==> src/rtl/colour_sector_detect_pkg.sv <==
// Shared types and default geometry for the colour sector detector.
// Imported by the pixel interface, the classifier and the top level.
package colour_detect_pkg;

    localparam int unsigned CH_W_DEF      = 4;
    localparam int unsigned IMG_W_DEF     = 320;
    localparam int unsigned IMG_H_DEF     = 240;
    localparam int unsigned N_SECTORS_DEF = 4;

    typedef enum logic [1:0] {
        TGT_RED   = 2'd0,
        TGT_GREEN = 2'd1,
        TGT_BLUE  = 2'd2,
        TGT_OFF   = 2'd3
    } target_e;

    typedef enum logic [1:0] {
        WAIT_SOP = 2'd0,
        COUNT    = 2'd1,
        LATCH    = 2'd2
    } state_e;

endpackage

==> src/rtl/colour_sector_detect_if.sv <==
// RGB pixel stream tapped from the frame buffer read path.
// The source drives the master side; the detector listens on the slave side.
interface colour_sector_detect_if
    import colour_detect_pkg::*;
#(
    parameter int unsigned CH_W = CH_W_DEF
);
    logic [3*CH_W-1:0] data_in;
    logic              valid_in;
    logic              sop_in;

    modport master (output data_in, valid_in, sop_in);
    modport slave  (input  data_in, valid_in, sop_in);
endinterface

==> src/rtl/colour_sector_detect_pixel_classifier.sv <==
// Splits a pixel into channels, tests it against the selected target colour
// and registers the match bit (pipeline stage 1).
module pixel_classifier
    import colour_detect_pkg::*;
#(
    parameter int unsigned CH_W = CH_W_DEF
) (
    input  logic              clk,
    input  logic              rst_n,
    input  logic              i_valid,
    input  logic [3*CH_W-1:0] i_pixel,
    input  logic [1:0]        i_target_sel,
    input  logic [CH_W-1:0]   i_hi_thresh,
    input  logic [CH_W-1:0]   i_lo_thresh,
    output logic              o_match
);
    logic [CH_W-1:0] w_r, w_g, w_b;
    logic [CH_W-1:0] w_tgt, w_oth_a, w_oth_b;
    logic            w_en;
    logic            w_match;
    target_e         w_sel;
    logic            r_match;

    assign w_r   = i_pixel[3*CH_W-1:2*CH_W];
    assign w_g   = i_pixel[2*CH_W-1:CH_W];
    assign w_b   = i_pixel[CH_W-1:0];
    assign w_sel = target_e'(i_target_sel);

    always_comb begin
        w_tgt   = '0;
        w_oth_a = '0;
        w_oth_b = '0;
        w_en    = 1'b1;
        case (w_sel)
            TGT_RED:   begin w_tgt = w_r; w_oth_a = w_g; w_oth_b = w_b; end
            TGT_GREEN: begin w_tgt = w_g; w_oth_a = w_r; w_oth_b = w_b; end
            TGT_BLUE:  begin w_tgt = w_b; w_oth_a = w_r; w_oth_b = w_g; end
            default:   w_en = 1'b0;
        endcase
    end

    assign w_match = w_en & (w_tgt >= i_hi_thresh)
                   & (w_oth_a <= i_lo_thresh) & (w_oth_b <= i_lo_thresh);

    always_ff @(posedge clk or negedge rst_n) begin
        if (!rst_n) begin
            r_match <= 1'b0;
        end else begin
            r_match <= i_valid & w_match;
        end
    end

    assign o_match = r_match;
endmodule

==> src/rtl/colour_sector_detect.sv <==
// Counts target-colour pixels per frame across vertical sectors, latches the
// per-frame totals, picks the dominant sector and drives a hysteretic flag.
module colour_sector_detect
    import colour_detect_pkg::*;
#(
    parameter int unsigned CH_W      = CH_W_DEF,
    parameter int unsigned IMG_W     = IMG_W_DEF,
    parameter int unsigned IMG_H     = IMG_H_DEF,
    parameter int unsigned N_SECTORS = N_SECTORS_DEF,
    parameter int unsigned CNT_W     = $clog2(IMG_W*IMG_H+1),
    parameter int unsigned SEC_W     = $clog2(N_SECTORS)
) (
    input  logic                       clk,
    input  logic                       reset,
    colour_sector_detect_if.slave      pix,
    input  logic [1:0]                 target_sel,
    input  logic [CH_W-1:0]            hi_thresh,
    input  logic [CH_W-1:0]            lo_thresh,
    input  logic [CNT_W-1:0]           count_on,
    input  logic [CNT_W-1:0]           count_off,
    output logic [CNT_W-1:0]           total_count,
    output logic [N_SECTORS*CNT_W-1:0] sector_counts,
    output logic [SEC_W-1:0]           dominant_sector,
    output logic                       flag_reached,
    output logic                       frame_done,
    output logic                       frame_error
);
    localparam int unsigned SUB_N  = IMG_W / N_SECTORS;
    localparam int unsigned COL_W  = $clog2(IMG_W);
    localparam int unsigned LINE_W = $clog2(IMG_H);
    localparam int unsigned SUB_W  = $clog2(SUB_N);

    state_e            r_state, w_state_nxt;
    logic [COL_W-1:0]  r_col,  w_col_cur,  w_col_nxt;
    logic [LINE_W-1:0] r_line, w_line_cur, w_line_nxt;
    logic [SUB_W-1:0]  r_sub,  w_sub_cur,  w_sub_nxt;
    logic [SEC_W-1:0]  r_sec,  w_sec_cur,  w_sec_nxt;
    logic              w_start, w_adv, w_take, w_abort, w_last_pix;

    logic              r_s1_vld, r_s1_first, r_s1_abort;
    logic [SEC_W-1:0]  r_s1_sec;
    logic              w_s1_match;

    logic [CNT_W-1:0]  r_acc     [N_SECTORS];
    logic [CNT_W-1:0]  w_inc     [N_SECTORS];
    logic [CNT_W-1:0]  w_fin     [N_SECTORS];
    logic [CNT_W-1:0]  r_sec_out [N_SECTORS];
    logic [CNT_W-1:0]  r_tot, w_tot_inc, w_tot_fin, r_tot_out;
    logic [CNT_W-1:0]  w_best_val;
    logic [SEC_W-1:0]  w_best_idx, r_dom;
    logic              r_flag, r_done, r_err;

    // A sop pixel is always pixel 0 of a new frame, whatever state we are in.
    assign w_start    = pix.valid_in & pix.sop_in;
    assign w_adv      = pix.valid_in & ~pix.sop_in & (r_state == COUNT);
    assign w_take     = w_start | w_adv;
    assign w_abort    = w_start & (r_state == COUNT);
    assign w_last_pix = w_adv & (r_col == COL_W'(IMG_W-1)) & (r_line == LINE_W'(IMG_H-1));

    assign w_col_cur  = w_start ? '0 : r_col;
    assign w_line_cur = w_start ? '0 : r_line;
    assign w_sub_cur  = w_start ? '0 : r_sub;
    assign w_sec_cur  = w_start ? '0 : r_sec;

    always_comb begin
        w_state_nxt = r_state;
        case (r_state)
            WAIT_SOP: if (w_start) w_state_nxt = COUNT;
            COUNT:    if (w_last_pix) w_state_nxt = LATCH;
            LATCH:    w_state_nxt = w_start ? COUNT : WAIT_SOP;
            default:  w_state_nxt = WAIT_SOP;
        endcase
    end

    always_comb begin
        w_col_nxt  = w_col_cur + COL_W'(1);
        w_line_nxt = w_line_cur;
        w_sub_nxt  = w_sub_cur + SUB_W'(1);
        w_sec_nxt  = w_sec_cur;
        if (w_col_cur == COL_W'(IMG_W-1)) begin
            w_col_nxt  = '0;
            w_sub_nxt  = '0;
            w_sec_nxt  = '0;
            w_line_nxt = (w_line_cur == LINE_W'(IMG_H-1)) ? '0 : w_line_cur + LINE_W'(1);
        end else if (w_sub_cur == SUB_W'(SUB_N-1)) begin
            w_sub_nxt = '0;
            w_sec_nxt = w_sec_cur + SEC_W'(1);
        end
    end

    always_ff @(posedge clk or negedge reset) begin
        if (!reset) begin
            r_state <= WAIT_SOP;
        end else begin
            r_state <= w_state_nxt;
        end
    end

    always_ff @(posedge clk or negedge reset) begin
        if (!reset) begin
            r_col      <= '0;
            r_line     <= '0;
            r_sub      <= '0;
            r_sec      <= '0;
            r_s1_vld   <= 1'b0;
            r_s1_first <= 1'b0;
            r_s1_abort <= 1'b0;
            r_s1_sec   <= '0;
        end else begin
            if (w_take) begin
                r_col  <= w_col_nxt;
                r_line <= w_line_nxt;
                r_sub  <= w_sub_nxt;
                r_sec  <= w_sec_nxt;
            end
            r_s1_vld   <= w_take;
            r_s1_first <= w_start;
            r_s1_abort <= w_abort;
            r_s1_sec   <= w_sec_cur;
        end
    end

    pixel_classifier #(.CH_W(CH_W)) u_classifier (
        .clk          (clk),
        .rst_n        (reset),
        .i_valid      (w_take),
        .i_pixel      (pix.data_in),
        .i_target_sel (target_sel),
        .i_hi_thresh  (hi_thresh),
        .i_lo_thresh  (lo_thresh),
        .o_match      (w_s1_match)
    );

    // Final counts include the pixel still sitting in stage 1, so LATCH can
    // publish the frame without waiting for one more accumulate cycle.
    always_comb begin
        for (int unsigned s = 0; s < N_SECTORS; s++) begin
            w_inc[s] = CNT_W'(w_s1_match && (r_s1_sec == SEC_W'(s)));
            w_fin[s] = r_acc[s] + w_inc[s];
        end
    end

    assign w_tot_inc = CNT_W'(w_s1_match);
    assign w_tot_fin = r_tot + w_tot_inc;

    always_comb begin
        w_best_val = w_fin[0];
        w_best_idx = '0;
        for (int unsigned s = 1; s < N_SECTORS; s++) begin
            if (w_fin[s] > w_best_val) begin
                w_best_val = w_fin[s];
                w_best_idx = SEC_W'(s);
            end
        end
    end

    always_ff @(posedge clk or negedge reset) begin
        if (!reset) begin
            for (int unsigned s = 0; s < N_SECTORS; s++) begin
                r_acc[s]     <= '0;
                r_sec_out[s] <= '0;
            end
            r_tot     <= '0;
            r_tot_out <= '0;
            r_dom     <= '0;
            r_flag    <= 1'b0;
            r_done    <= 1'b0;
            r_err     <= 1'b0;
        end else begin
            r_done <= 1'b0;
            r_err  <= 1'b0;
            if (r_state == LATCH) begin
                for (int unsigned s = 0; s < N_SECTORS; s++) begin
                    r_sec_out[s] <= w_fin[s];
                    r_acc[s]     <= '0;
                end
                r_tot_out <= w_tot_fin;
                r_tot     <= '0;
                r_dom     <= w_best_idx;
                r_done    <= 1'b1;
                if (w_tot_fin >= count_on) begin
                    r_flag <= 1'b1;
                end else if (w_tot_fin < count_off) begin
                    r_flag <= 1'b0;
                end
            end else if (r_s1_vld) begin
                for (int unsigned s = 0; s < N_SECTORS; s++) begin
                    r_acc[s] <= r_s1_first ? w_inc[s] : w_fin[s];
                end
                r_tot <= r_s1_first ? w_tot_inc : w_tot_fin;
                r_err <= r_s1_first & r_s1_abort;
            end
        end
    end

    for (genvar s = 0; s < N_SECTORS; s++) begin : g_pack
        assign sector_counts[s*CNT_W +: CNT_W] = r_sec_out[s];
    end

    assign total_count     = r_tot_out;
    assign dominant_sector = r_dom;
    assign flag_reached    = r_flag;
    assign frame_done      = r_done;
    assign frame_error     = r_err;
endmodule
==> src/flat_wrapper.sv <==
// flat-port wrapper written by rule: the top's interface ports become plain ports
module colour_sector_detect_flat import colour_detect_pkg::*;
#(
    parameter int unsigned CH_W      = CH_W_DEF,
    parameter int unsigned IMG_W     = IMG_W_DEF,
    parameter int unsigned IMG_H     = IMG_H_DEF,
    parameter int unsigned N_SECTORS = N_SECTORS_DEF,
    parameter int unsigned CNT_W     = $clog2(IMG_W*IMG_H+1),
    parameter int unsigned SEC_W     = $clog2(N_SECTORS)
)
  (clk, reset, target_sel, hi_thresh, lo_thresh, count_on, count_off, total_count, sector_counts, dominant_sector, flag_reached, frame_done, frame_error, pix_data_in, pix_valid_in, pix_sop_in);
  colour_sector_detect_if #(.CH_W(CH_W)) pix_i ();
  input  logic clk;
  input  logic reset;
  input  logic [1:0] target_sel;
  input  logic [CH_W-1:0] hi_thresh;
  input  logic [CH_W-1:0] lo_thresh;
  input  logic [CNT_W-1:0] count_on;
  input  logic [CNT_W-1:0] count_off;
  output logic [CNT_W-1:0] total_count;
  output logic [N_SECTORS*CNT_W-1:0] sector_counts;
  output logic [SEC_W-1:0] dominant_sector;
  output logic flag_reached;
  output logic frame_done;
  output logic frame_error;
  input wire logic [$bits(pix_i.data_in)-1:0] pix_data_in;
  input wire logic [$bits(pix_i.valid_in)-1:0] pix_valid_in;
  input wire logic [$bits(pix_i.sop_in)-1:0] pix_sop_in;
  assign pix_i.data_in = pix_data_in;
  assign pix_i.valid_in = pix_valid_in;
  assign pix_i.sop_in = pix_sop_in;
  colour_sector_detect #(.CH_W(CH_W), .IMG_W(IMG_W), .IMG_H(IMG_H), .N_SECTORS(N_SECTORS), .CNT_W(CNT_W), .SEC_W(SEC_W)) u_core (.clk(clk), .reset(reset), .pix(pix_i), .target_sel(target_sel), .hi_thresh(hi_thresh), .lo_thresh(lo_thresh), .count_on(count_on), .count_off(count_off), .total_count(total_count), .sector_counts(sector_counts), .dominant_sector(dominant_sector), .flag_reached(flag_reached), .frame_done(frame_done), .frame_error(frame_error));
endmodule
==> config.mk <==
export PLATFORM = sky130hd
export DESIGN_NAME = colour_sector_detect_flat
export DESIGN_NICKNAME = d
export VERILOG_FILES = /design/src/rtl/colour_sector_detect_pkg.sv /design/src/rtl/colour_sector_detect_if.sv /design/src/rtl/colour_sector_detect_pixel_classifier.sv /design/src/rtl/colour_sector_detect.sv /design/src/flat_wrapper.sv
export SDC_FILE = /design/constraint.sdc
export NUM_CORES = 1
export LEC_CHECK = 0
export CAP_MARGIN = 20
export CORE_ASPECT_RATIO = 0.7
export CORE_MARGIN = 1.5
export CORE_UTILIZATION = 60
export CTS_CLUSTER_DIAMETER = 60
export DETAILED_ROUTE_END_ITERATION = 7
export PLACE_DENSITY = 0.85
export SYNTH_ARGS = -nofsm -noshare
export SYNTH_HDL_FRONTEND = slang
export SYNTH_SLANG_ARGS = --single-unit
==> constraint.sdc <==
create_clock -name clk -period 15.56 [get_ports clk]
set_clock_uncertainty 0.1 [all_clocks]
set_input_delay 1.556 -clock clk [delete_from_list [all_inputs] [get_ports clk]]
set_output_delay 1.556 -clock clk [all_outputs]
set_load 0.005 [all_outputs]
== Word level (Yosys, flattened, before mapping) ==
Index checks and enable logic that the tools add are counted.

* Flip-flop bits (word level): 209
* Input bits: 60
* Output and inout bits: 90
* Logic and storage cells: 120

* Add/sub/neg operators: 9
* Magnitude comparators: 8
* Equal/unequal tests: 14
* Muxes and demuxes: 38
* Bitwise operators: 13
* Reductions and logical operators: 14

{| class="wikitable"
|+ Operator list
! cell !! count
|-
| 17-bit 2-to-1 mux || 9
|-
| 68-bit 2-to-1 mux || 2
|-
| 17-bit by 1-bit adder with 17-bit output || 5
|-
| 17-bit greater-than comparator || 3
|-
| 8-bit 2-to-1 mux || 3
|-
| 7-bit 2-to-1 mux || 3
|-
| 9-bit == test (second input constant) || 2
|-
| 9-bit 2-to-1 mux || 2
|-
| 17-bit >= comparator || 1
|-
| 17-bit less-than comparator || 1
|-
| 8-bit == test (second input constant) || 2
|-
| 4-bit one-hot mux with 2 select lines || 2
|-
| 2-bit 2-to-1 mux || 7
|-
| 4-bit one-hot mux with 3 select lines || 1
|-
| 1-bit bitwise AND || 11
|-
| 9-bit by 1-bit adder with 9-bit output (second input constant) || 1
|-
| 8-bit by 1-bit adder with 8-bit output (second input constant) || 1
|-
| 2-bit == test (second input constant) || 4
|-
| 4-bit <= comparator || 2
|-
| 1-bit 2-to-1 mux || 8
|-
| 7-bit by 1-bit adder with 7-bit output (second input constant) || 1
|-
| 7-bit == test (second input constant) || 1
|-
| 2-bit by 1-bit == test with 1-bit output (second input constant) || 3
|-
| 2-bit zero test || 3
|-
| other kinds (11) || 18
|}

== Depth between registers and ports, before layout ==
* Depth in word-level cells: 9
* Mapped depth: 40
* Gate-level depth less buffers: 37

== Hierarchy ==
From an unflattened synthesis, not the netlist that was laid out.

* Cell total of the unflattened synthesis: 1545
* Area total of the unflattened synthesis: 13178.9 µm²

{| class="wikitable"
|+ Modules (own cells, without submodules)
! module !! instances !! cells an instance !! area each (µm²)
|-
| colour_sector_detect || 1 || 1468 || 12610.8
|-
| pixel_classifier || 1 || 77 || 568.0
|}

== Worst setup path before layout ==
OpenSTA, ideal clock, no wires.

* Kind: register to register
* From: register u_core.r_s1_sec[1]
* To: register u_core.r_dom[0], in the netlist u_core.dominant_sector[0]
* Setup time: 0.121 ns
* Arrival: 7.563 ns
* Data required time: 15.339 ns
* Slack: 7.776 ns
* Stages on the path, launching flop included: 39
* Period minus slack after synthesis: 7.784 ns
* Path through: dfrtp_1 and3b_1 ha_1 nand4_1 nor2_1 and3_1 and3_1 nand3_1 xor2_1 inv_1 ha_1 maj3_1 maj3_1 o32ai_2 maj3_4 buf_6 mux2_4 ha_1 [3 not listed] o31ai_1 a21boi_0 a2111oi_0 o21ba_2 a21o_1 clkbuf_1 clkbuf_1 nor2_1 a21o_1 ha_1 a21o_1 a21o_1 a21oi_1 o21ai_0 a21o_1 a211oi_1 o21ai_0 o22a_1

{| class="wikitable"
|+ RTL lines
! what !! RTL line !! text
|-
| from (decl) || colour_sector_detect.sv:41 || <nowiki>logic [SEC_W-1:0] r_s1_sec;</nowiki>
|-
| from (signal assigned) || colour_sector_detect.sv:119 || <nowiki>r_s1_sec <= w_sec_cur;</nowiki>
|-
| to (signal assigned) || colour_sector_detect.sv:179 || <nowiki>r_dom <= w_best_idx;</nowiki>
|-
| to (decl) || colour_sector_detect.sv:50 || <nowiki>logic [SEC_W-1:0] w_best_idx, r_dom;</nowiki>
|}

==> impl_results.md <==
- Grt ovf: 0
- Num rows: 44
- First-pass GRT wire length: roughly 55 mm
- IO Pins: 150
- Max_slew headroom: between 30% and 40%
- Max-Cap Viols: 0
- Synthesized flop and latch total: ~210
- Top cells by count, synth: nand2_1, dfrtp_1, o21ai_0
- Cells after Synth: around 1,500
- Hold buffer count at CTS: 0
- CP dominant cell by count: ha_1
- Count leader, synth: nand2_1
- Clk root buf: clkbuf_16
- Worst Path Required: ~16,000 ps
- Post-route cell area: roughly 15,000 um2
- Register clock-pin slew on the reported worst setup and hold paths: about 60 ps
- Setup bufs post-CTS: 0
- Drt total wl: ~33 mm
- Synth Area per Inst: 8.70 um2
- Layout cells sized above 1: ~6%
- Clk buf depth: 3
- Slowest CP cell: a21o_1
- CP Buf/Inv Count: 1
- Final HPWL DP: 23.7 mm
- Post-CTS Resized: 0
- Via count: ~11,000
- Pin count of the biggest net entering global routing: about 80
- Setup ws final: about 6600 ps
- Crit-path max FO: 26
- Ranking of synthesized cells by area: dfrtp_1, ha_1, o21ai_0
- Outcome: completed
- Distinct cell type count after synthesis: 72
- Leading area contributor after synthesis: dfrtp_1
- Placed insts: between 1,500 and 2,000
- Placement Setup Slack: 6750 ps
- DR DRC count: 0
- H-tree depth: 1
- Non-filler cells, final: approximately 1,900
- Synth top area share: 40.8%
- Die ar.: around 22,000 um2
- Final Critical Period: 8980 ps
- Synth Cell Area: around 13,000 um2
- Max Fclk: between 100 and 150 MHz
- Routed length per instance: 17.6 um
- Final setup TNS: 0 ps
- GPL Wtd Cong: a little over 0.9
- Nets: 1,760
- Core Area: 20,900 um2
- Hold Crit Class: register to register
- EDFF count, synth: 0
- Startpoint types: register
- Sequential share of the synthesized area: 40.8%
- Arrival time worst endpoint: 9270 ps
- CTS sink cnt: 209
- Pwr Density: about 94 nW/um2
- Gr usage total: 30.5%
- Largest delay share family, worst path: compound AO/OA/AOI/OAI gates
- Syn-to-layout area delta: 19.2%
- Final hold vios: 0
- CTS buffer count: 21
- Unrepaired setup endpoints after global routing: false
- Fin. max-slew vios: 0
- CTS tree: done
- Initial DRT Pass Iterations: 6
- Final setup viols: 0
- Violation count after the first detailed-route iteration: 917
- Hold_ws: 377 ps
- Max incr delay on CP: slightly above 600 ps
- Number of port buffers: 149
- Worst setup path category: register to register
- Initial antenna violation count: 1
- Initial Utilization: between 60% and 70%
- Diode count: 0
- Ys flop type: dfrtp_1
- Post-synthesis net count: 1,638
- Die width: 178 um
- Worst-margin pin slew: slightly below 1000 ps
- DIE HEIGHT: about 130 um
- Placed cell areas: about 15,000 um2
- Period utilisation layout: 57.7%
- Vias/cell: 5.91
- Ys Warns: 0
- Number of global-route vias before repair: about 11,000
- Setup crit end kind: register
- Ys async rst share: 100%
- P_leak: ~0.0077 uW
- Peak VDD IR: approximately 0.079 mV
- Antenna viol nets, final: 0
- Clk Latency, worst-skew pair: 510 ps
## worst paths after layout
path                                         from                         to  slack, ps  depth (start not counted)
min in group asynchronous                   reset           u_core.r_acc[45]        960                          1
max                            u_core.r_s1_sec[1]  u_core.dominant_sector[0]       6580                         36
min                        u_core.total_count[14]     u_core.total_count[14]        380                          2
max in group asynchronous                   reset        u_core.flag_reached      13070                          2
min reg2reg                u_core.total_count[14]     u_core.total_count[14]        380                          2
max reg2reg                    u_core.r_s1_sec[1]  u_core.dominant_sector[0]       6580                         36
## worst reg2reg max path: cells and delay by family (launching register included)
family	cells	cell delay (ps)
flops	1	400
simple gates	8	1520
mux	2	770
buf+inv	1	80
fa+ha+maj	7	2170
compound gates	17	3590
xor+xnor	1	250
## cells by family after synthesis
logic type	synth area share [%]
buffers and inverters	4.20
AOI/OAI and AO/OA	15.7
DFF	40.8
adders and majority gates	10.7
xor gates and xnor gates	5.60
and+or+nand+nor	20.5
muxes	2.62
## stage by stage
stage,util [%],power (uW)
global placement,69.5,880
floorplan,-,802
CTS,73.1,1440
detailed placement,69.5,889
finish,73.2,1440
global route,73.2,1500
## cell type report
| class | instances | area (um2) |
|---|---|---|
| timing repair buffer | 159 | 1580 |
| clock buffer | 29 | 626 |
| multi-input combinational | 1125 | 7080 |
| clock inverter | 8 | 121 |
| fill | 1552 | 5590 |
| inverter | 79 | 297 |
| tap | 276 | 345 |
| sequential | 209 | 5230 |
## where the power goes
group / internal, uW / leakage [uW] / switching, uW / total [uW]
logic: 142 / 0.00440 / 182 / 323
registers: 554 / 0.00289 / 10.2 / 564
clock network: 331 / 0.000369 / 219 / 549
total: 1030 / 0.00766 / 411 / 1440
## routing by layer
| layer | up-vias | global-route usage [%] | part of all wire (%) |
|---|---|---|---|
| met3 | 65 | 7.03 | 8.6 |
| li1 | 5306 | - | - |
| met1 | 5346 | 43.5 | 45 |
| met4 | 2 | 7.91 | 2.5 |
| met2 | 424 | 46.8 | 44 |
| met5 | - | 0 | 0.057 |
## placed cells by master, fill, tap and decap left out, types with 4 or more instances in the layout
master           instances
mux2_2                  10
a22o_1                   5
nand2b_1                14
o31ai_1                  6
nand2_1                273
or3_1                    6
clkbuf_16               21
nand4_1                 17
a21o_1                  32
a211o_1                  4
dfrtp_1                209
nor2b_1                 14
or2_2                    5
and2_1                  13
clkbuf_8                 8
inv_1                   77
nand3_1                 48
a222oi_1                 4
buf_4                    9
a211oi_1                 7
nor4_1                   7
and4_1                   5
nor2_1                  98
and3_1                  36
nor3_1                   8
ha_1                   105
a21oi_1                 37
a22oi_1                  4
xnor2_1                 27
o21ai_0                207
mux2_4                  10
clkdlybuf4s50_1        148
xor2_1                  55
mux2i_1                  5
## state kept, by name, indices dropped and copies added, names as in the netlist
| name | count |
|---|---|
| u_core.r_col | 9 |
| u_core.r_tot | 17 |
| u_core.flag_reached | 1 |
| u_core.r_s1_vld | 1 |
| u_core.r_sub | 7 |
| u_core.frame_error | 1 |
| u_core.dominant_sector | 2 |
| u_core.r_s1_first | 1 |
| u_core.r_state | 2 |
| u_core.u_classifier.o_match | 1 |
| u_core.sector_counts | 68 |
| u_core.frame_done | 1 |
| u_core.r_s1_abort | 1 |
| u_core.r_line | 8 |
| u_core.r_sec | 2 |
| u_core.r_s1_sec | 2 |
| u_core.total_count | 17 |
| u_core.r_acc | 68 |
(Power assumes the default switching activity.)
